$ cat config.mk
export PLATFORM = sky130hd
export DESIGN_NAME = snake_pattern_gen
export DESIGN_NICKNAME = d
export VERILOG_FILES = /design/src/rtl/snake_pattern_gen.sv
export SDC_FILE = /design/constraint.sdc
export NUM_CORES = 1
export LEC_CHECK = 0
export ABC_AREA = 1
export CORE_UTILIZATION = 45
export DETAILED_ROUTE_END_ITERATION = 7
export GPL_TIMING_DRIVEN = 0
export PLACE_DENSITY = 0.67
export RECOVER_POWER = 25
export SLEW_MARGIN = 30
export SYNTH_ARGS = -nofsm -noshare
export SYNTH_HDL_FRONTEND = slang
export SYNTH_SLANG_ARGS = --single-unit
export TNS_END_PERCENT = 50
$ cat constraint.sdc
create_clock -name clk -period 17.25 [get_ports clk]
set_clock_uncertainty 0.2 [all_clocks]
set_input_delay 3.45 -clock clk [delete_from_list [all_inputs] [get_ports clk]]
set_output_delay 3.45 -clock clk [all_outputs]
set_load 0.01 [all_outputs]
$ cat src/rtl/snake_pattern_gen.sv
// Frame source for the LED snake: computes eight GRB words per request, one
// segment per cycle into a shadow set, then loads them onto the outputs at once.
module snake_pattern_gen #(
  parameter int STEP_FRAMES = 4,
  parameter int DIV_W       = 8
) (
  input  logic        clk,
  input  logic        rst,
  input  logic        enable,
  input  logic        dir_mode,
  input  logic [3:0]  snake_len,
  input  logic [23:0] colour,
  input  logic        new_frames_set_rqst,
  output logic [23:0] led0,
  output logic [23:0] led1,
  output logic [23:0] led2,
  output logic [23:0] led3,
  output logic [23:0] led4,
  output logic [23:0] led5,
  output logic [23:0] led6,
  output logic [23:0] led7,
  output logic        busy,
  output logic        overrun
);

  typedef enum logic [1:0] {S_IDLE, S_WAIT, S_CALC, S_LOAD} state_t;

  localparam logic [DIV_W-1:0] DIV_LAST = DIV_W'(STEP_FRAMES - 1);

  state_t           r_state;
  state_t           w_next;
  logic             r_rqst_d;
  logic             r_overrun;
  logic [2:0]       r_pos;
  logic             r_dir_down;
  logic [DIV_W-1:0] r_div;
  logic [2:0]       r_k;
  logic [3:0]       r_len;
  logic [7:0]       r_written;
  logic [23:0]      r_shadow [8];
  logic [23:0]      r_led    [8];

  logic             w_rise;
  logic             w_calc_entry;
  logic [2:0]       w_pos_nxt;
  logic             w_dir_nxt;
  logic [3:0]       w_len;
  logic [3:0]       w_down_sum;
  logic [2:0]       w_seg_pos;
  logic             w_seg_valid;
  logic             w_draw;
  logic [23:0]      w_seg_col;

  assign w_rise       = new_frames_set_rqst & ~r_rqst_d;
  assign w_calc_entry = (w_next == S_CALC) && (r_state != S_CALC);
  assign busy         = (r_state == S_CALC) || (r_state == S_LOAD);
  assign overrun      = r_overrun;

  assign w_len = (snake_len == 4'd0) ? 4'd1 : ((snake_len > 4'd8) ? 4'd8 : snake_len);

  always_comb begin
    // NOTE: every output of this block gets a default first, so no path can infer a latch.
    w_next = r_state;
    if (!enable) begin
      w_next = S_IDLE;
    end else begin
      case (r_state)
        S_IDLE:  w_next = S_CALC;
        S_WAIT:  if (w_rise) w_next = S_CALC;
        S_CALC:  if (r_k == 3'd7) w_next = S_LOAD;
        S_LOAD:  w_next = S_WAIT;
        default: w_next = S_IDLE;
      endcase
    end
  end

  // Next position/direction for an advance; wrap mode always leaves dir up.
  always_comb begin
    w_pos_nxt = r_pos + 3'd1;
    w_dir_nxt = 1'b0;
    if (dir_mode) begin
      if (!r_dir_down && r_pos == 3'd7) begin
        w_dir_nxt = 1'b1;
        w_pos_nxt = 3'd6;
      end else if (r_dir_down && r_pos == 3'd0) begin
        w_dir_nxt = 1'b0;
        w_pos_nxt = 3'd1;
      end else begin
        w_dir_nxt = r_dir_down;
        w_pos_nxt = r_dir_down ? (r_pos - 3'd1) : (r_pos + 3'd1);
      end
    end
  end

  // Segment k position; bounce mode drops segments that fall off the strip.
  assign w_down_sum = {1'b0, r_pos} + {1'b0, r_k};

  always_comb begin
    w_seg_pos   = r_pos - r_k;
    w_seg_valid = 1'b1;
    if (dir_mode) begin
      if (r_dir_down) begin
        w_seg_pos   = w_down_sum[2:0];
        w_seg_valid = ~w_down_sum[3];
      end else begin
        w_seg_valid = (r_k <= r_pos);
      end
    end
  end

  assign w_draw    = ({1'b0, r_k} < r_len) && w_seg_valid && !r_written[w_seg_pos];
  assign w_seg_col = {colour[23:16] >> r_k, colour[15:8] >> r_k, colour[7:0] >> r_k};

  always_ff @(posedge clk or posedge rst) begin
    if (rst) r_state <= S_IDLE;
    else     r_state <= w_next;
  end

  always_ff @(posedge clk or posedge rst) begin
    // NOTE: registers take non-blocking assignments so every one samples pre-edge values.
    if (rst) begin
      r_rqst_d   <= 1'b0;
      r_overrun  <= 1'b0;
      r_pos      <= 3'd0;
      r_dir_down <= 1'b0;
      r_div      <= '0;
      r_k        <= 3'd0;
      r_len      <= 4'd1;
      r_written  <= 8'd0;
      for (int i = 0; i < 8; i++) begin
        r_shadow[i] <= 24'd0;
        r_led[i]    <= 24'd0;
      end
    end else begin
      r_rqst_d <= new_frames_set_rqst;
      if (!enable) begin
        r_overrun  <= 1'b0;
        r_pos      <= 3'd0;
        r_dir_down <= 1'b0;
        r_div      <= '0;
        r_k        <= 3'd0;
        for (int i = 0; i < 8; i++) r_led[i] <= 24'd0;
      end else begin
        if (r_state == S_WAIT && w_rise) begin
          if (r_div == DIV_LAST) begin
            r_div      <= '0;
            r_pos      <= w_pos_nxt;
            r_dir_down <= w_dir_nxt;
          end else begin
            r_div <= r_div + DIV_W'(1);
          end
        end
        if (busy && w_rise) r_overrun <= 1'b1;

        if (w_calc_entry) begin
          r_k       <= 3'd0;
          r_len     <= w_len;
          r_written <= 8'd0;
          for (int i = 0; i < 8; i++) r_shadow[i] <= 24'd0;
        end else if (r_state == S_CALC) begin
          r_k <= r_k + 3'd1;
          if (w_draw) begin
            r_shadow[w_seg_pos]  <= w_seg_col;
            r_written[w_seg_pos] <= 1'b1;
          end
        end

        if (r_state == S_LOAD) begin
          for (int i = 0; i < 8; i++) r_led[i] <= r_shadow[i];
        end
      end
    end
  end

  assign led0 = r_led[0];
  assign led1 = r_led[1];
  assign led2 = r_led[2];
  assign led3 = r_led[3];
  assign led4 = r_led[4];
  assign led5 = r_led[5];
  assign led6 = r_led[6];
  assign led7 = r_led[7];

endmodule

==> out/metrics.cfg <==
[run_status]
status = complete, but fails checks
violations = capacitance limit, slew limit

[clocking]
cts_made_buffers = 44
cts_resized = 0
cts_root_buf = clkbuf_16
clk_latency_ns = 0.56
postCtsSetupBuffers = 0
cts_buffer_depth = 3
postCtsHoldBufs = 0
h-tree-depth = 2
cts_tree = built
cts.clk_slew.worst_paths_ns = 0.06
cts_sinks = 415

[synth]
ys_warn_count = 0
synth_cell_types = 36
postSynth.asyncResetShare_pct = 100
netlist_instances = 2136
yosysSeqAreaShare_pct = 56.3
synth_area_leader_cell = dfrtp_1
syn-num-nets = 2186
synth-seq-cells = 415
synthFlopType = dfrtp_1
synthTopCellsByArea = dfrtp_1 (56%), nand2_1 (11%), o21ai_0 (7.0%)
synth_enable_flop_cells = 0
post-synth-top-count-cell = nand2_1
syn-mean-instance-area_um2 = 8.63
synth_common_cells = nand2_1 (518), dfrtp_1 (414), o21ai_0 (259), inv_1 (248), nand3_1 (235)
synth_top_area_share_pct = 56.2
syn_area_mm2 = 0.0184

[floorplanning]
die_area_mm2 = 0.0418
start_util_pct = 46.0
coreArea_mm2 = 0.0401
die_y_um = 204
die_width_um = 204
rows = 73
ios = 227

[setup_path]
arrival_ns = 9.29
reg2regPathDepth = 16
crit_type = input pin to async pin
worst_ep_required_time_ns = 16.60
worst-path-max-fanout = 87
critPathLaunchType = input pin
worst_setup_path_end_kind = async pin

[global_routing]
grt_pass1_wl_um = 90400
grt_overflow_total = 0
grt_antenna_before_repair = 0
grt_usage_pct = 28.4
grt_max_degree = 97
grt_pass1_vias = 15705

[route]
drt-initial-drc-count = 1569
totalWireLength_um = 58400
wire_per_inst_um = 19.7
routed-via-count = 16337
dr.pass1.iters = 6
drcViolationCount = 0
ant_nets = 0
routed_via_density = 5.50

[flow_run]
maxCapViolations = 3

[timing]
setup_viol = 0
fmax_mhz = 101
worst_slack_ns = 7.31
post-route-period-util_pct = 57.6
finalCriticalPeriod_ns = 9.94
worstMarginPinSlew_ns = 4.66
slew_headroom_pct = -211
finalHoldViolCount = 0
rsz0062_at_grt = no
slew_viol_final = 240

[pwr]
ir_worst_vdd_mv = 0.0667
p_leak_uw = 0.0108
power_density_mw_per_mm2 = 111

[finish]
insertedDiodeCount = 0
fin_nets = 2464
final_cell_area_mm2 = 0.0230
drive_above_1_share_pct = 6.71
n_fill_cell = 3578
synthToLayoutAreaGrowth_pct = 24.6

[placed_design]
gp_congestion = 0.924
pre_cts_ws_ns = 11.18
port_buffers = 225
hpwl_um = 40900
dpl_cell_area_mm2 = 0.0216

[worst_hold_path]
whs_path_depth = 2
worst_hold_path_type = flip-flop to flip-flop

-- layout by cell type (no fill, tap or decap), drive strengths merged, types with 14 or more instances in the layout --
cell / n
clkdlybuf4s50: 223
clkbuf: 146
o21ai: 259
inv: 252
dfrtp: 414
nand2: 528
a21oi: 14
buf: 79
nand4: 174
nor2: 53
nand3: 236
ha: 15
-- final cells by class --
cell class	instances	area (um^2)	area share, %
Clock buffer	61	1290	5.60
Tap cell	525	657	2.86
Buffer	157	738	3.21
Inverter	255	958	4.17
Sequential cell	415	10400	45.2
Clock inverter	14	188	0.817
Multi-Input combinational cell	1309	6410	27.9
Timing Repair Buffer	232	2350	10.2
-- layer usage --
metal	track usage (%)	up-vias	share of wire [%]
met2	43.9	679	45
met5	0	-	0
met3	5.52	106	8.2
li1	-	7578	-
met4	9.01	0	3.1
met1	40.2	7974	44
-- stage by stage --
stage | util (%) | TNS [ns] | std cells | hold slack, ns | power (uW)
floorplan | - | 0 | 2136 | 0.242 | 1430
global placement | 53.2 | -1026.73 | 2886 | 0.253 | 1580
detailed placement | 53.7 | 0 | 2893 | 0.258 | 1590
CTS | 57.4 | 0 | 2968 | 0.273 | 2560
global route | 57.3 | 0 | 2968 | 0.290 | 2670
finish | 57.3 | 0 | 2968 | 0.270 | 2560
-- power by group --
| group | switching, uW | total (uW) | internal, uW |
|---|---|---|---|
| sequential | 69.6 | 1150 | 1080 |
| clock | 390 | 969 | 579 |
| combinational | 319 | 441 | 122 |
| total | 778 | 2560 | 1780 |
-- worst max-delay path, cell delays in order --
cell	delay, ns
dlygate4sd3_1	0.55
clkinvlp_2	1.80
clkbuf_1	3.37
-- state kept, by name (all words and copies together) (netlist names), 24 cells and up --
register and count:
led7 24, led3 24, led0 24, led6 24
r_shadow 192, led1 24, led5 24, led4 24
led2 24
-- worst paths after layout --
| check | startpoint | endpoint | slack [ns] |
|---|---|---|---|
| min in group asynchronous | rst | led5[2]$_DFFE_PP0P_ | 4.09 |
| worst min register to register | r_shadow[138]$_DFFE_PP0P_ | r_shadow[138]$_DFFE_PP0P_ | 0.27 |
| worst min-delay path | r_shadow[138]$_DFFE_PP0P_ | r_shadow[138]$_DFFE_PP0P_ | 0.27 |
| max in group clk | new_frames_set_rqst | r_shadow[99]$_DFFE_PP0P_ | 11.64 |
| worst max register to register | r_k[1]$_DFFE_PP0P_ | r_shadow[104]$_DFFE_PP0P_ | 13.39 |
| worst max-delay path | rst | led7[12]$_DFFE_PP0P_ | 7.31 |
-- cells by family after synthesis --
group	after synthesis	share of synthesized area (%)
AO/OA/AOI/OAI	291	8.18
XOR/XNOR	2	0.0950
adder cells (fa/ha/maj)	17	1.23
buffers and inverters	412	9.18
flip-flops	415	56.3
multiplexers	2	0.109
AND/OR/NAND/NOR	997	24.9
Note: power is estimated with default switching activity, not from simulation.
